[src/rtl/gf2m_pkg.sv]
// Shared GF(2^163) field constants and FSM state encoding for the field arithmetic units.
package gf2m_pkg;

    localparam int unsigned M  = 163;
    localparam int unsigned CW = 8;

    // x^163 + x^7 + x^6 + x^3 + 1
    localparam logic [M:0] POLY = 164'h8_0000_0000_0000_0000_0000_0000_0000_0000_0000_00C9;

    typedef enum logic [1:0] {
        IDLE = 2'd0,
        RUN  = 2'd1,
        DONE = 2'd2
    } state_t;

endpackage

[src/rtl/gf2m_sqr_reduce.sv]
// Combinational GF(2^M) squarer: bit-interleave spread followed by modular reduction.
module gf2m_sqr_reduce
    import gf2m_pkg::*;
(
    input  logic [M-1:0] a,
    output logic [M-1:0] r
);

    localparam int unsigned SW = 2 * M - 1;
    localparam logic [SW-1:0] POLY_X = SW'(POLY);

    logic [SW-1:0] s;

    // High-to-low reduction so folded-in bits are themselves reduced later in the loop.
    always_comb begin
        s = '0;
        for (int i = 0; i < int'(M); i++) begin
            s[2*i] = a[i];
        end
        for (int i = int'(SW) - 1; i >= int'(M); i--) begin
            if (s[i]) begin
                s = s ^ (POLY_X << (i - int'(M)));
            end
        end
        r = s[M-1:0];
    end

endmodule

[src/rtl/gf2m_sqrt_iter.sv]
// Iterative GF(2^M) square root: sqrt(a) = a^(2^(M-1)) via M-1 squarings, one per clock.
module gf2m_sqrt_iter
    import gf2m_pkg::*;
(
    input  logic         clk,
    input  logic         rst,
    input  logic         start,
    input  logic [M-1:0] a_in,
    output logic         busy,
    output logic         done,
    output logic [M-1:0] sqrt_out
);

    state_t          state_q, state_d;
    logic [M-1:0]    acc_q, acc_d, acc_sq;
    logic [M-1:0]    sqrt_d;
    logic [CW-1:0]   cnt_q, cnt_d;
    logic            busy_d, done_d;

    gf2m_sqr_reduce u_sqr (
        .a (acc_q),
        .r (acc_sq)
    );

    always_ff @(posedge clk) begin
        if (rst) begin
            state_q  <= IDLE;
            acc_q    <= '0;
            cnt_q    <= '0;
            busy     <= 1'b0;
            done     <= 1'b0;
            sqrt_out <= '0;
        end else begin
            state_q  <= state_d;
            acc_q    <= acc_d;
            cnt_q    <= cnt_d;
            busy     <= busy_d;
            done     <= done_d;
            sqrt_out <= sqrt_d;
        end
    end

    // The done-pulse cycle still belongs to the completing operation, so start is not taken there.
    always_comb begin
        state_d = state_q;
        acc_d   = acc_q;
        cnt_d   = cnt_q;
        sqrt_d  = sqrt_out;
        busy_d  = 1'b0;
        done_d  = 1'b0;
        unique case (state_q)
            IDLE: begin
                if (start && !done) begin
                    acc_d   = a_in;
                    cnt_d   = CW'(M - 1);
                    busy_d  = 1'b1;
                    state_d = RUN;
                end
            end
            RUN: begin
                acc_d  = acc_sq;
                cnt_d  = cnt_q - CW'(1);
                busy_d = 1'b1;
                if (cnt_q == CW'(1)) begin
                    busy_d  = 1'b0;
                    state_d = DONE;
                end
            end
            DONE: begin
                sqrt_d  = acc_q;
                done_d  = 1'b1;
                state_d = IDLE;
            end
            default: begin
                state_d = IDLE;
            end
        endcase
    end

endmodule

[config.mk]
export PLATFORM = sky130hd
export DESIGN_NAME = gf2m_sqrt_iter
export DESIGN_NICKNAME = d
export VERILOG_FILES = /design/src/rtl/gf2m_pkg.sv /design/src/rtl/gf2m_sqr_reduce.sv /design/src/rtl/gf2m_sqrt_iter.sv
export SDC_FILE = /design/constraint.sdc
export NUM_CORES = 1
export LEC_CHECK = 0
export CORE_AREA = 2 2 209 211
export DETAILED_ROUTE_END_ITERATION = 8
export DIE_AREA = 0 0 211 213
export PLACE_DENSITY = 0.57
export SETUP_SLACK_MARGIN = 0.3
export SYNTH_ARGS = -nofsm -noshare
export SYNTH_HDL_FRONTEND = slang
export SYNTH_SLANG_ARGS = --single-unit
[constraint.sdc]
create_clock -name clk -period 4.3 [get_ports clk]
set_input_delay 0.86 -clock clk [delete_from_list [all_inputs] [get_ports clk]]
set_output_delay 0.86 -clock clk [all_outputs]
set_load 0.1 [all_outputs]
==> impl_metrics.tcl, run 1 <==
set metrics [dict create \
    ff2ff_path_depth 5 \
    fmax_ghz 0.336 \
    worstSkewPairLatency_ns 0.56 \
    synth-edff-count 0 \
    row_count 76 \
    hold_path.class "flip-flop to flip-flop" \
    cp_slowest_cell "clkdlybuf4s50_1" \
    synthToLayoutAreaGrowth_pct 30.5 \
    endpoint "sqrt_out[78]" \
    synthDistinctLibCells 42 \
    place.gp.congestion 0.884 \
    path_buf_inv 1 \
    final.setup.tns_ns 0 \
    cts-root-buf "clkbuf_16" \
    worstPathRequired_ns 3.44 \
    final-setup-viol-count 0 \
    slew_headroom_pct 25.8 \
    n_fill_cell 4133 \
    hold_violations 0 \
    cts_tree "done" \
    cts_resized 0 \
    postPlaceCellArea_mm2 0.0181 \
    cp.depth 1 \
    critPathMaxStageDelay_ns 1.23 \
    ir_drop_mv 0.249 \
    antenna_found_initial 5 \
    outcome "finished with violations" \
    worstPathArrival_ns 2.11 \
    dpl.hpwl_mm 38.5 \
    finish.instance_area_mm2 0.0194 \
    port_buffers 330 \
    period_share_pct 69.1 \
    cap_violations 0 \
    yosysWarnings 0 \
    wire_per_inst_um 22.5 \
    drcViolationCount 4 \
    post_cts_buffers 0 \
    dr.pass1.iters 9 \
    htreeDepth 2 \
    grt.total_usage_pct 24.4 \
    core_mm2 0.0427 \
    crit-reg2reg-launch "state_q[0]" \
    wl_mm 56.2 \
    drt_iter0_drc 1602 \
    hold_buffers 0 \
    r2r_setup_slack_ns 1.38 \
    die_y_um 213 \
    die_w_um 211 \
    synthTopCellsByCount "nand2_1, dfxtp_1, a21oi_1" \
    critPathTopFamily "buffers and inverters" \
    worstSetupPathType "flip-flop to output pin" \
    ys.flop_type "dfxtp_1" \
    r2r_end "acc_q[16]" \
    cts_sinks 338 \
    num_vias 13400 \
    avgSynthCellArea_um2 8.47 \
    startpoint_type "flip-flop" \
    yosysSeqAreaShare_pct 45.6 \
    synth_fp_nets 1920 \
    path_cells "clkdlybuf4s50_1" \
    yosysTopAreaCell "dfxtp_1" \
    grt_max_degree 124 \
    p_leak_nw 6.68 \
    syn_inst 1752 \
    cts_made_buffers 39 \
    start_util_pct 34.8 \
    grt_pass1_wl_mm 82.6 \
    async_flop_share_pct 0 \
    crit_fanout 2 \
    skew_ns 0.0172 \
    cp-end-kind "output pin" \
    synth-seq-cells 338 \
    worst_pin_slew_ns 1.11 \
    violations "design-rule violations" \
    final_max_slew_viol_count 0 \
    synth_top_area_share_pct 45.6 \
    grt_pass1_vias 12900 \
    globalRouteOverflowTotal 0 \
    synthTopCellsByArea "dfxtp_1, nand2_1, xnor2_1" \
    layout_min_cycle_time_ns 2.97 \
    cts_buffer_depth 3 \
    nets 2091 \
    dieArea_mm2 0.0449 \
    clk_pin_slew_worst_paths_ns 0.05 \
    rsz0062_at_grt "false" \
    cp-startpoint "sqrt_out[78]" \
    io_pins 331 \
    synth_most_common_cell "nand2_1" \
    syn_area_mm2 0.0148 \
    postRouteAntennaNets 0 \
    hold_slack_ns 0.452 \
    layout-drive-gt1-share_pct 5.03 \
    routed_via_density 5.37 \
    power_density_mw_per_mm2 435 \
]
==> power breakdown <==
group | switching [mW] | leakage (nW) | internal [mW]
Sequential | 0.427 | 2.76 | 3.32
Combinational | 0.693 | 3.31 | 0.721
Clock | 1.36 | 0.611 | 1.91
Total | 2.48 | 6.68 | 5.96
==> cell usage in the layout (no fill, tap or decap), types with 2 or more instances in the layout <==
cell | synthesis | layout
a222oi_1 | 76 | 76
clkdlybuf4s50_1 | 0 | 329
nor2b_4 | 0 | 2
a211oi_1 | 3 | 3
o221ai_1 | 56 | 56
buf_4 | 6 | 8
o211ai_1 | 2 | 2
o221ai_2 | 3 | 3
o22ai_1 | 13 | 13
xnor3_1 | 2 | 2
diode_2 | 0 | 4
buf_12 | 0 | 7
inv_6 | 0 | 3
clkinv_2 | 0 | 7
xor2_1 | 87 | 87
bufinv_16 | 0 | 2
ha_1 | 2 | 2
clkbuf_16 | 0 | 39
clkbuf_8 | 0 | 7
xnor2_1 | 158 | 158
nor3_1 | 28 | 28
nand2_1 | 386 | 385
o22ai_2 | 10 | 10
nor4_1 | 4 | 4
inv_1 | 5 | 5
nand3_1 | 3 | 3
a21oi_1 | 228 | 228
nor2_1 | 113 | 113
dfxtp_1 | 338 | 337
clkbuf_1 | 139 | 9
==> routing by layer <==
metal	vias to the layer above	global-route usage, %	share of wire (%)
li1	6295	-	-
met1	6429	32.2	43
met2	598	39.5	46
met3	88	4.85	7.8
met4	2	9.01	2.9
met5	-	0	0.016
==> worst min path at each step <==
stage                               end          start  depth (start not counted)
after floorplan             sqrt_out[0]       acc_q[0]                          2
after global placement     sqrt_out[78]   sqrt_out[78]                          2
after detailed placement  sqrt_out[149]  sqrt_out[149]                          2
after CTS                  sqrt_out[99]   sqrt_out[99]                          2
after global routing      sqrt_out[139]  sqrt_out[139]                          2
final                      sqrt_out[99]   sqrt_out[99]                          2
==> layout make-up <==
type	instances	area [µm²]	area share, %
Clock inverter	12	121	0.626
Timing Repair Buffer	345	3510	18.1
Inverter	5	18.8	0.0969
Tap cell	546	683	3.53
Clock buffer	55	1110	5.71
Antenna cell	4	10.0	0.0517
Sequential cell	338	6770	34.9
Multi-Input combinational cell	1194	7160	37.0
==> cells by family after synthesis <==
group                      Yosys count  share of synthesized area (%)
xor gates and xnor gates           247                           14.8
AOI/OAI and AO/OA                  400                           18.5
DFF                                338                           45.6
and+or+nand+nor                    544                           14.4
buffers and inverters              220                           6.50
adders and majority gates            2                          0.169
muxes                                1                         0.0758
==> sequential cells by signal (all words and copies together), names as in the netlist <==
| name | cells |
|---|---|
| acc_q | 163 |
| sqrt_out | 163 |
| cnt_q | 8 |
| state_q | 2 |
| busy | 1 |
| done | 1 |
==> metrics by stage <==
step | utilization, % | total power [mW] | worst slack [ns] | instances
detailed placement | 42.5 | 5.22 | 1.14 | 2428
CTS | 45.4 | 8.48 | 1.30 | 2495
global placement | 42.5 | 5.20 | 1.17 | 2428
floorplan | - | 4.70 | 2.20 | 1752
global route | 45.4 | 8.78 | 1.21 | 2497
finish | 45.4 | 8.43 | 1.33 | 2499
Power figures use the tool's default switching activity.
==> run 2: changes to the inputs <==
- PLACE_DENSITY: 0.57 -> 0.59
- clock period: 4.3 -> 2.7 ns (I/O delays scaled with it)
==> impl_metrics.tcl, run 2 (synthesized netlist as in run 1, its figures left out) <==
set metrics [dict create \
    cts-root-buf "clkbuf_16" \
    hold_buffers 0 \
    worst_pin_slew_ns 0.617 \
    postPlaceCellArea_mm2 0.0179 \
    routed_via_density 5.39 \
    grt_pass1_vias 13100 \
    cts_buffer_depth 3 \
    die_y_um 213 \
    grt.total_usage_pct 24.5 \
    ff2ff_path_depth 5 \
    cts_sinks 338 \
    start_util_pct 34.8 \
    r2r_end "acc_q[52]" \
    grt_max_degree 91 \
    cp.depth 5 \
    critPathMaxStageDelay_ns 0.64 \
    final_max_slew_viol_count 0 \
    holdPathEnd "state_q[0]" \
    grt_pass1_wl_mm 82.9 \
    hp-start "rst" \
    startpoint_type "flip-flop" \
    final.setup.tns_ns 0 \
    final_cell_mix "nand2_1, dfxtp_1, a21oi_1" \
    dpl.hpwl_mm 39.0 \
    drcViolationCount 0 \
    power_density_mw_per_mm2 710 \
    critPathTopFamily "buffers and inverters" \
    power_mw 13.7 \
    final-setup-viol-count 0 \
    cp-end-kind "flip-flop" \
    die_w_um 211 \
    post_cts_buffers 0 \
    rsz0062_at_grt "false" \
    cts_tree "done" \
    dieArea_mm2 0.0449 \
    drt_iter0_drc 1500 \
    crit-reg2reg-launch "state_q[0]" \
    slew_headroom_pct 58.8 \
    wl_mm 56.5 \
    htreeDepth 2 \
    p_leak_nw 7.15 \
    postRouteAntennaNets 0 \
    hold_path.class "input pin to flip-flop" \
    ir_drop_mv 0.349 \
    crit_fanout 44 \
    cap_violations 0 \
    finish.instance_area_mm2 0.0192 \
    cts_resized 0 \
    nets 2102 \
    period_share_pct 77.2 \
    worstPathArrival_ns 2.52 \
    skew_ns 0.00973 \
    io_pins 331 \
    place.gp.congestion 0.895 \
    core_mm2 0.0427 \
    layout_commonest_cell "nand2_1" \
    cts_made_buffers 39 \
    fmax_ghz 0.480 \
    dr.pass1.iters 7 \
    globalRouteOverflowTotal 0 \
    clk_pin_slew_worst_paths_ns 0.06 \
    port_buffers 330 \
    path_buf_inv 2 \
    cp_slowest_cell "dfxtp_2" \
    antenna_found_initial 6 \
    synthToLayoutAreaGrowth_pct 29.5 \
    layout-drive-gt1-share_pct 14.1 \
    num_vias 13500 \
    r2r_setup_slack_ns 0.62 \
    worstSkewPairLatency_ns 0.56 \
    outcome "complete, no violations" \
    hold_violations 0 \
    worstPathRequired_ns 3.13 \
    path_cells "buf_4 > nor3_4 > buf_12 > a222oi_1 > nor2_1" \
    layout_min_cycle_time_ns 2.08 \
    hold_depth 2 \
    worstSetupPathType "flip-flop to flip-flop" \
    top_regs "acc_q x163, sqrt_out x163, cnt_q x8" \
    wire_per_inst_um 22.5 \
    row_count 76 \
]
[run 2: how the worst max path moves through the flow]
stage	slack [ns]	startpoint	to
2_1_floorplan	0.60	done	acc_q[131]
3_3_place_gp	0.32	start	cnt_q[6]
3_5_place_dp	0.32	start	acc_q[52]
4_1_cts	0.63	state_q[0]	acc_q[52]
5_1_grt	0.50	state_q[0]	acc_q[94]
6_report	0.62	state_q[0]	acc_q[52]
[run 2: power breakdown]
group / internal (mW) / total [mW] / switching [mW] / leakage (nW)
Combinational: 1.19 / 2.31 / 1.12 / 3.75
Clock: 3.18 / 5.37 / 2.19 / 0.636
Sequential: 5.29 / 5.97 / 0.681 / 2.76
[run 2: worst register-to-register path: stages, from the launching register on]
cell      delay, ns
dfxtp_2        0.64
buf_4          0.46
nor3_4         0.13
buf_12         0.21
a222oi_1       0.46
nor2_1         0.07
[run 2: area by class of cell]
cell class,count,area [µm²]
Sequential cell,338,6770
Tap cell,546,683
Clock inverter,11,109
Clock buffer,57,1170
Antenna cell,1,2.50
Multi-Input combinational cell,1194,7160
Fill cell,4200,23500
Inverter,5,18.8
Timing Repair Buffer,356,3320
[run 2: metal layers]
layer / wire length (µm) / global-route usage [%]
met2: 25800 / 39.3
met1: 23700 / 32.0
met4: 1910 / 8.47
met3: 5030 / 6.21
met5: 52 / 0
[run 2: through the flow]
stage | utilization [%] | cells | setup slack (ns) | hold WS [ns]
6_report | 45.0 | 2508 | 0.615 | 0.402
3_5_place_dp | 42.0 | 2439 | 0.316 | 0.448
5_1_grt | 45.0 | 2507 | 0.498 | 0.389
4_1_cts | 45.0 | 2507 | 0.633 | 0.372
2_1_floorplan | - | 1752 | 0.599 | 0.446
3_3_place_gp | 42.0 | 2439 | 0.319 | 0.444
